==> config.mk <==
export PLATFORM = sky130hd
export DESIGN_NAME = oled_pixel_streamer_flat
export DESIGN_NICKNAME = d
export VERILOG_FILES = /design/src/rtl/oled_pixel_streamer_if.sv /design/src/rtl/oled_pixel_streamer.sv /design/src/flat_wrapper.sv
export SDC_FILE = /design/constraint.sdc
export NUM_CORES = 1
export LEC_CHECK = 0
export CORE_UTILIZATION = 50
export DETAILED_ROUTE_END_ITERATION = 6
export GPL_TIMING_DRIVEN = 0
export PLACE_DENSITY = 0.74
export SYNTH_ARGS = -nofsm -noshare
export SYNTH_HDL_FRONTEND = slang
export SYNTH_SLANG_ARGS = --single-unit
==> constraint.sdc <==
create_clock -name clk -period 2.44 [get_ports clk]
set_clock_uncertainty 0.1 [all_clocks]
set_input_delay 0.732 -clock clk [delete_from_list [all_inputs] [get_ports clk]]
set_output_delay 0.732 -clock clk [all_outputs]
set_load 0.02 [all_outputs]
==> src/rtl/oled_pixel_streamer_if.sv <==
// Pixel-side bus of the OLED streamer: the renderer coordinate/colour bus and the
// panel SPI link, gathered so the streamer and the bench share one definition.
interface oled_pixel_streamer_if;
    logic [6:0]  x;
    logic [5:0]  y;
    logic [15:0] oled_data;
    logic        frame_begin;
    logic        sending_pixels;
    logic        sclk;
    logic        sdin;
    logic        cs_n;
    logic        dc;

    modport master (
        input  oled_data,
        output x, y, frame_begin, sending_pixels, sclk, sdin, cs_n, dc
    );

    modport slave (
        output oled_data,
        input  x, y, frame_begin, sending_pixels, sclk, sdin, cs_n, dc
    );
endinterface

==> src/rtl/oled_pixel_streamer.sv <==
// Scans x/y for the renderers and serialises each returned RGB565 pixel MSB-first over
// mode-0 SPI to the panel. Define OLED_BGR_SWAP_EN to swap the R and B fields.
module oled_pixel_streamer #(
    parameter int WIDTH     = 96,
    parameter int HEIGHT    = 64,
    parameter int CLK_DIV   = 2,
    parameter int PIX_LAT   = 1,
    parameter int FRAME_GAP = 16
) (
    input  logic                   clk,
    input  logic                   reset,
    input  logic                   enable,
    oled_pixel_streamer_if.master  bus
);
    localparam int CNT_MAX = (PIX_LAT > FRAME_GAP) ? PIX_LAT : FRAME_GAP;
    localparam int CNT_W   = $clog2(CNT_MAX + 1);
    localparam int DIV_W   = (CLK_DIV > 1) ? $clog2(CLK_DIV) : 1;

    typedef enum logic [2:0] {
        ST_IDLE, ST_START, ST_WAIT, ST_SHIFT, ST_ADV, ST_GAP
    } state_t;

    state_t           state, state_next;
    logic [CNT_W-1:0] cnt;
    logic [DIV_W-1:0] div_cnt;
    logic [4:0]       half_cnt;
    logic [15:0]      shreg;
    logic [6:0]       x_q;
    logic [5:0]       y_q;
    logic             sclk_q, sdin_q;
    logic [15:0]      pix_word;
    logic             wait_done, half_end, shift_done, gap_done, last_col, last_row;
    logic             frame_begin_c, active_c;

`ifdef OLED_BGR_SWAP_EN
    assign pix_word = {bus.oled_data[4:0], bus.oled_data[10:5], bus.oled_data[15:11]};
`else
    assign pix_word = bus.oled_data;
`endif

    assign wait_done  = (cnt == CNT_W'(PIX_LAT - 1));
    assign half_end   = (div_cnt == DIV_W'(CLK_DIV - 1));
    // 32 half-periods make 16 bits; the last one is a high phase
    assign shift_done = half_end && (half_cnt == 5'd31);
    assign gap_done   = (cnt == CNT_W'(FRAME_GAP - 1));
    assign last_col   = (x_q == 7'(WIDTH - 1));
    assign last_row   = (y_q == 6'(HEIGHT - 1));

    // NOTE: every output of this block gets a default first so no path infers a latch.
    always_comb begin
        state_next    = state;
        frame_begin_c = 1'b0;
        active_c      = 1'b0;
        case (state)
            ST_IDLE:  if (enable) state_next = ST_START;
            ST_START: begin
                frame_begin_c = 1'b1;
                active_c      = 1'b1;
                state_next    = ST_WAIT;
            end
            ST_WAIT: begin
                active_c = 1'b1;
                if (wait_done) state_next = ST_SHIFT;
            end
            ST_SHIFT: begin
                active_c = 1'b1;
                if (shift_done) state_next = ST_ADV;
            end
            ST_ADV: begin
                active_c   = 1'b1;
                state_next = (last_col && last_row) ? ST_GAP : ST_WAIT;
            end
            ST_GAP:   if (gap_done) state_next = enable ? ST_START : ST_IDLE;
            default:  state_next = ST_IDLE;
        endcase
    end

    // NOTE: sequential state uses non-blocking assignments so all registers update together.
    always_ff @(posedge clk) begin
        if (reset) begin
            state    <= ST_IDLE;
            cnt      <= '0;
            div_cnt  <= '0;
            half_cnt <= '0;
            shreg    <= '0;
            x_q      <= '0;
            y_q      <= '0;
            sclk_q   <= 1'b0;
            sdin_q   <= 1'b0;
        end else begin
            state <= state_next;
            cnt   <= '0;
            case (state)
                ST_WAIT: begin
                    if (wait_done) begin
                        shreg    <= pix_word;
                        sdin_q   <= pix_word[15];
                        div_cnt  <= '0;
                        half_cnt <= '0;
                    end else begin
                        cnt <= cnt + CNT_W'(1);
                    end
                end
                ST_SHIFT: begin
                    if (half_end) begin
                        div_cnt  <= '0;
                        half_cnt <= half_cnt + 5'd1;
                        sclk_q   <= ~sclk_q;
                        // data moves only as a high phase ends, i.e. at the start of a low phase
                        if (half_cnt[0]) begin
                            shreg  <= {shreg[14:0], 1'b0};
                            sdin_q <= shreg[14];
                        end
                    end else begin
                        div_cnt <= div_cnt + DIV_W'(1);
                    end
                end
                ST_ADV: begin
                    if (!(last_col && last_row)) begin
                        if (last_col) begin
                            x_q <= '0;
                            y_q <= y_q + 6'd1;
                        end else begin
                            x_q <= x_q + 7'd1;
                        end
                    end
                end
                ST_GAP:  if (!gap_done) cnt <= cnt + CNT_W'(1);
                default: ;
            endcase
            // coordinates hold (WIDTH-1, HEIGHT-1) through the gap and restart at the origin
            if (state_next == ST_START || state_next == ST_IDLE) begin
                x_q <= '0;
                y_q <= '0;
            end
        end
    end

    assign bus.x              = x_q;
    assign bus.y              = y_q;
    assign bus.frame_begin    = frame_begin_c;
    assign bus.sending_pixels = active_c;
    assign bus.cs_n           = ~active_c;
    assign bus.dc             = active_c;
    assign bus.sclk           = sclk_q;
    assign bus.sdin           = sdin_q;
endmodule

==> src/flat_wrapper.sv <==
// flat-port wrapper written by rule: the top's interface ports become plain ports
module oled_pixel_streamer_flat 
#(
    parameter int WIDTH     = 96,
    parameter int HEIGHT    = 64,
    parameter int CLK_DIV   = 2,
    parameter int PIX_LAT   = 1,
    parameter int FRAME_GAP = 16
)
  (clk, reset, enable, bus_oled_data, bus_x, bus_y, bus_frame_begin, bus_sending_pixels, bus_sclk, bus_sdin, bus_cs_n, bus_dc);
  oled_pixel_streamer_if bus_i ();
  input  logic clk;
  input  logic reset;
  input  logic enable;
  input wire logic [$bits(bus_i.oled_data)-1:0] bus_oled_data;
  output wire logic [$bits(bus_i.x)-1:0] bus_x;
  output wire logic [$bits(bus_i.y)-1:0] bus_y;
  output wire logic [$bits(bus_i.frame_begin)-1:0] bus_frame_begin;
  output wire logic [$bits(bus_i.sending_pixels)-1:0] bus_sending_pixels;
  output wire logic [$bits(bus_i.sclk)-1:0] bus_sclk;
  output wire logic [$bits(bus_i.sdin)-1:0] bus_sdin;
  output wire logic [$bits(bus_i.cs_n)-1:0] bus_cs_n;
  output wire logic [$bits(bus_i.dc)-1:0] bus_dc;
  assign bus_i.oled_data = bus_oled_data;
  assign bus_x = bus_i.x;
  assign bus_y = bus_i.y;
  assign bus_frame_begin = bus_i.frame_begin;
  assign bus_sending_pixels = bus_i.sending_pixels;
  assign bus_sclk = bus_i.sclk;
  assign bus_sdin = bus_i.sdin;
  assign bus_cs_n = bus_i.cs_n;
  assign bus_dc = bus_i.dc;
  oled_pixel_streamer #(.WIDTH(WIDTH), .HEIGHT(HEIGHT), .CLK_DIV(CLK_DIV), .PIX_LAT(PIX_LAT), .FRAME_GAP(FRAME_GAP)) u_core (.clk(clk), .reset(reset), .enable(enable), .bus(bus_i));
endmodule
Word-level counts from Yosys, hierarchy flattened

Cells that the tools add are included.

Word-level logic and storage cells: 72
Output and inout bits: 19
Input bits: 19
Register bits after elaboration: 44

Reductions and logical operators: 15
Eq/ne operators: 13
Add/subtract/negate cells: 5
Mux-type cells: 27
Bitwise operators: 3

Operator list:

| cell                  | number |
|---|---|
| $mux W15              | 3 |
| $pmux W15 S2          | 1 |
| $mux W5               | 4 |
| $pmux W5 S2           | 2 |
| $pmux W3 S6           | 1 |
| $mux W3               | 5 |
| $add A5 B1 Y5 const B | 2 |
| $mux W1               | 8 |
| $add A7 B1 Y7 const B | 1 |
| $eq A7 B7 Y1 const B  | 1 |
| $mux W7               | 1 |
| $add A6 B1 Y6 const B | 1 |
| $eq A3 B1 Y1 const B  | 2 |
| $eq A3 B2 Y1 const B  | 2 |
| $eq A3 B3 Y1 const B  | 2 |
| $eq A6 B6 Y1 const B  | 1 |
| $logic_not A3 Y1      | 2 |
| $ne A2 B1 Y1 const B  | 3 |
| $reduce_and A2 Y1     | 3 |
| $reduce_and A3 Y1     | 2 |
| $eq A5 B4 Y1 const B  | 1 |
| $eq A5 B5 Y1 const B  | 1 |
| $logic_not A5 Y1      | 1 |
| $pmux W1 S2           | 2 |
| other kinds (8)       | 11 |

Longest topological paths before layout

Depth in word-level cells: 7
Gate-level depth with buffers: 8
Depth with buffers taken out: 7

Worst setup path after synthesis

OpenSTA, ideal clock, no wires.

Kind: register to output
From: reg u_core.state[0]
To: out bus_sending_pixels
Data arrival time: 1.515 ns
Data required time: 1.608 ns
Cell stages (with the launch flop): 6
Setup slack: 0.093 ns
Buffers on the path: 3
Cell sequence: dfxtp_1 buf_6 clkbuf_1 nor2_1 xnor2_1 buf_4

Cells in the longest elaborated chain, start to end: 3
Elaborated cells between the ends (all ways): 6
Classes of those cells: eq/ne (4); mux (1); reduce/logical (1)

RTL lines:

| element                              | line                      | text |
|---|---|---|
| start: declaration                   | oled_pixel_streamer.sv:23 | `state_t state, state_next;` |
| start signal: assignment             | oled_pixel_streamer.sv:91 | `state <= state_next;` |
| $eq A3 B1 Y1 (tied with other cells) | oled_pixel_streamer.sv:54 | `case (state)` |
| $reduce_or A4 Y1 (no source line) *  | n/a                       |  |
| $mux W1 *                            | oled_pixel_streamer.sv:54 |  |
| end: declaration                     | flat_wrapper.sv:19        | `output wire logic [$bits(bus_i.sending_pixels)-1:0] bus_sending_pixels;` |

Every way passes the cells marked *; elsewhere a longest branch is shown, timed or not.

Worst setup path in the final report

From: reg u_core.state[1]
To: out bus_cs_n

Cells in the longest elaborated chain, start to end: 4
Elaborated cells between the ends (all ways): 7
Classes of those cells: eq/ne (4); mux (1); bitwise (1); reduce/logical (1)

RTL lines:

| element                              | line                       | text |
|---|---|---|
| $eq A3 B1 Y1 (tied with other cells) | oled_pixel_streamer.sv:54  |  |
| $reduce_or A4 Y1 (no source line) *  | n/a                        |  |
| $mux W1 *                            | oled_pixel_streamer.sv:54  |  |
| $not A1 Y1 *                         | oled_pixel_streamer.sv:143 | `assign bus.cs_n = ~active_c;` |
| end: declaration                     | flat_wrapper.sv:22         | `output wire logic [$bits(bus_i.cs_n)-1:0] bus_cs_n;` |

Marks and branches as above.

==> results.json <==
{
  "total_power_mw": 1.62,
  "grt_overflow": 0,
  "setup_viol": 0,
  "r2r_start": "u_core.bus.x[0]",
  "ys_ff_latch": 44,
  "cts_tree": "yes",
  "grt_max_degree": 17,
  "ys_seq_area_share_pct": 38.7,
  "crit_type": "flip-flop to output port",
  "hold_slack_ns": 0.375,
  "drv_cap": 0,
  "drcViolationCount": 0,
  "postSynthCellCount": 257,
  "multiInputGateArea_um2": 1260,
  "fmax_mhz": 427,
  "synth.net_count": 284,
  "dp_hpwl_mm": 3.29,
  "nFillCells": 377,
  "io_buffers": 36,
  "die-height_um": 69.5,
  "io_pins": 38,
  "dieArea_um2": 4830,
  "finalCritPeriodShare_pct": 96.0,
  "yosys_warnings": 0,
  "fin_crit_ns": 2.34,
  "grt_use_total_pct": 20.6,
  "final_nets": 326,
  "initial_utilization_pct": 52.3,
  "final_area_um2": 2830,
  "critical_path_required_ns": 1.61,
  "dpl.cell_count": 345,
  "syn_area_um2": 2280,
  "hold_start": "u_core.cnt[0]",
  "cts_buffer_depth": 2,
  "synth_top_area_share_pct": 38.7,
  "holdCritPathClass": "flip-flop to flip-flop",
  "grt_pass1_wl_mm": 8.18,
  "drive_above_1_share_pct": 10.0,
  "end_kind": "output port",
  "final_util_pct": 65.0,
  "status": "finished, final reports clean",
  "worst_slew_pin_slew_ns": 0.627,
  "areaGrowthSynthToFinish_pct": 24.4,
  "place.gp.congestion": 0.790,
  "finalMaxSlewViolations": 0,
  "peakVddDrop_uv": 307,
  "synth_cell_types": 45,
  "synth_most_common_cell": "dfxtp_1",
  "synthTopCellsByArea": "dfxtp_1, a21oi_1, mux2i_1, a211oi_1, ha_1",
  "synth_edf_count": 0,
  "routed_via_density": 5.55,
  "rows": 24,
  "vias": 1952,
  "wl_per_cell_um": 13.2,
  "ant_nets": 0,
  "power_density_nw_per_um2": 571,
  "h-tree-depth": 2,
  "postCtsSetupRepairBufs": 0,
  "firstDrtPassIters": 5,
  "seqCellArea_um2": 886,
  "fin_cells": 352,
  "netlist_top_cells_count": "dfxtp_1, a21oi_1, nor2_1",
  "p_leak_nw": 1.10,
  "critPathArrivalTime_ns": 1.51,
  "drtIter0Drc": 100,
  "async_reset_ff_share_pct": 0,
  "clk_latency_ns": 0.30,
  "avgSynthCellArea_um2": 8.86,
  "synth.largest_area_cell": "dfxtp_1",
  "core_um2": 4350,
  "die_w_um": 69.5,
  "maxSlewHeadroom_pct": 57.8,
  "crit_fanout": 10,
  "wl_mm": 4.64,
  "rsz0062_at_grt": "false",
  "cts_made_buffers": 5,
  "place_area_um2": 2700,
  "first_global_vias": 1795,
  "hold_viol_final": 0,
  "antenna_found_initial": 0,
  "antenna_cells": 0,
  "clk_pin_slew_ns": 0.08,
  "synthFlopType": "dfxtp_1",
  "startpoint": "u_core.state[1]",
  "cts_hold_buf": 0,
  "root_buffer": "clkbuf_8",
  "cts_sinks": 44,
  "worstSetupStartpointType": "flip-flop"
}
cell families after synthesis:
logic type / Yosys count / share of synthesized area, %
AOI/OAI and AO/OA: 72 / 20.2
xor gates and xnor gates: 9 / 3.46
and+or+nand+nor: 79 / 19.8
buffers and inverters: 29 / 6.38
DFF: 44 / 38.7
adders and majority gates: 8 / 4.40
muxes: 16 / 7.04
sequential cells by signal, indices dropped and copies added, names as in the netlist:
signal / cells
u_core.shreg: 15
u_core.bus.x: 7
u_core.bus.y: 6
u_core.cnt: 5
u_core.half_cnt: 5
u_core.state: 3
u_core.bus.sclk: 1
u_core.bus.sdin: 1
u_core.div_cnt: 1
layout make-up:
class / count / share of cell area, %
Buffer: 19 / 4.07
Tap cell: 52 / 2.30
Inverter: 9 / 1.19
Sequential cell: 44 / 31.3
Timing Repair Buffer: 36 / 12.4
Multi-Input combinational cell: 184 / 44.7
Clock buffer: 5 / 2.43
Clock inverter: 3 / 1.64
per-layer routing:
| metal | up-vias | GRT usage, % | share of wire [%] |
|---|---|---|---|
| li1 | 1019 | - | - |
| met1 | 893 | 27.6 | 49 |
| met2 | 35 | 33.4 | 47 |
| met3 | 5 | 4.36 | 3.4 |
| met4 | 0 | 6.12 | 0.82 |
| met5 | - | 0 | 0 |
path summary, 6_finish.rpt:
| path | end | slack (ns) | cells past startpoint |
|---|---|---|---|
| setup reg to reg | u_core.state[1] | 0.31 | 6 |
| hold reg to reg | u_core.cnt[0] | 0.37 | 1 |
| hold / removal | u_core.cnt[0] | 0.37 | 1 |
| setup / recovery | bus_cs_n | 0.1 | 5 |
cells in the final DEF (no fill, tap or decap), types with 4 or more instances in the layout:
| master | instances |
|---|---|
| nand4_1 | 4 |
| buf_2 | 5 |
| xor2_1 | 4 |
| and3_1 | 4 |
| ha_1 | 8 |
| clkbuf_1 | 6 |
| nor3_1 | 4 |
| nand3_1 | 13 |
| a211oi_1 | 16 |
| o31ai_1 | 5 |
| clkdlybuf4s50_1 | 32 |
| o21ai_0 | 7 |
| or4_1 | 5 |
| mux2i_1 | 16 |
| a21oi_1 | 32 |
| nor2_1 | 16 |
| clkbuf_8 | 5 |
| dfxtp_1 | 42 |
| nand2_1 | 11 |
| inv_1 | 9 |
| xnor2_1 | 4 |
| nor2b_1 | 4 |
through the flow:
stage	TNS [ns]	setup WS, ns
final	0	0.0986
after floorplan	0	0.0927
after global placement	-0.840	-0.300
after global routing	0	0.0244
after detailed placement	-0.854	-0.301
after CTS	0	0.00893
critical path: stages, from the launching register on:
cell	delay, ns
dfxtp_4	0.38
clkbuf_4	0.19
nor2_4	0.14
xnor2_2	0.13
inv_1	0.05
dlygate4sd2_1	0.32
report_power, final:
group	internal [mW]	total, mW	switching [mW]
clock network	0.309	0.576	0.267
logic	0.124	0.268	0.144
registers	0.751	0.772	0.0208
total	1.18	1.62	0.432
timing repair:
item,CTS,global route
resized for setup,12,8
pin swaps,1,1
cloned,0,0
setup endpoints to repair,4,3
Power figures use the tool's default switching activity.
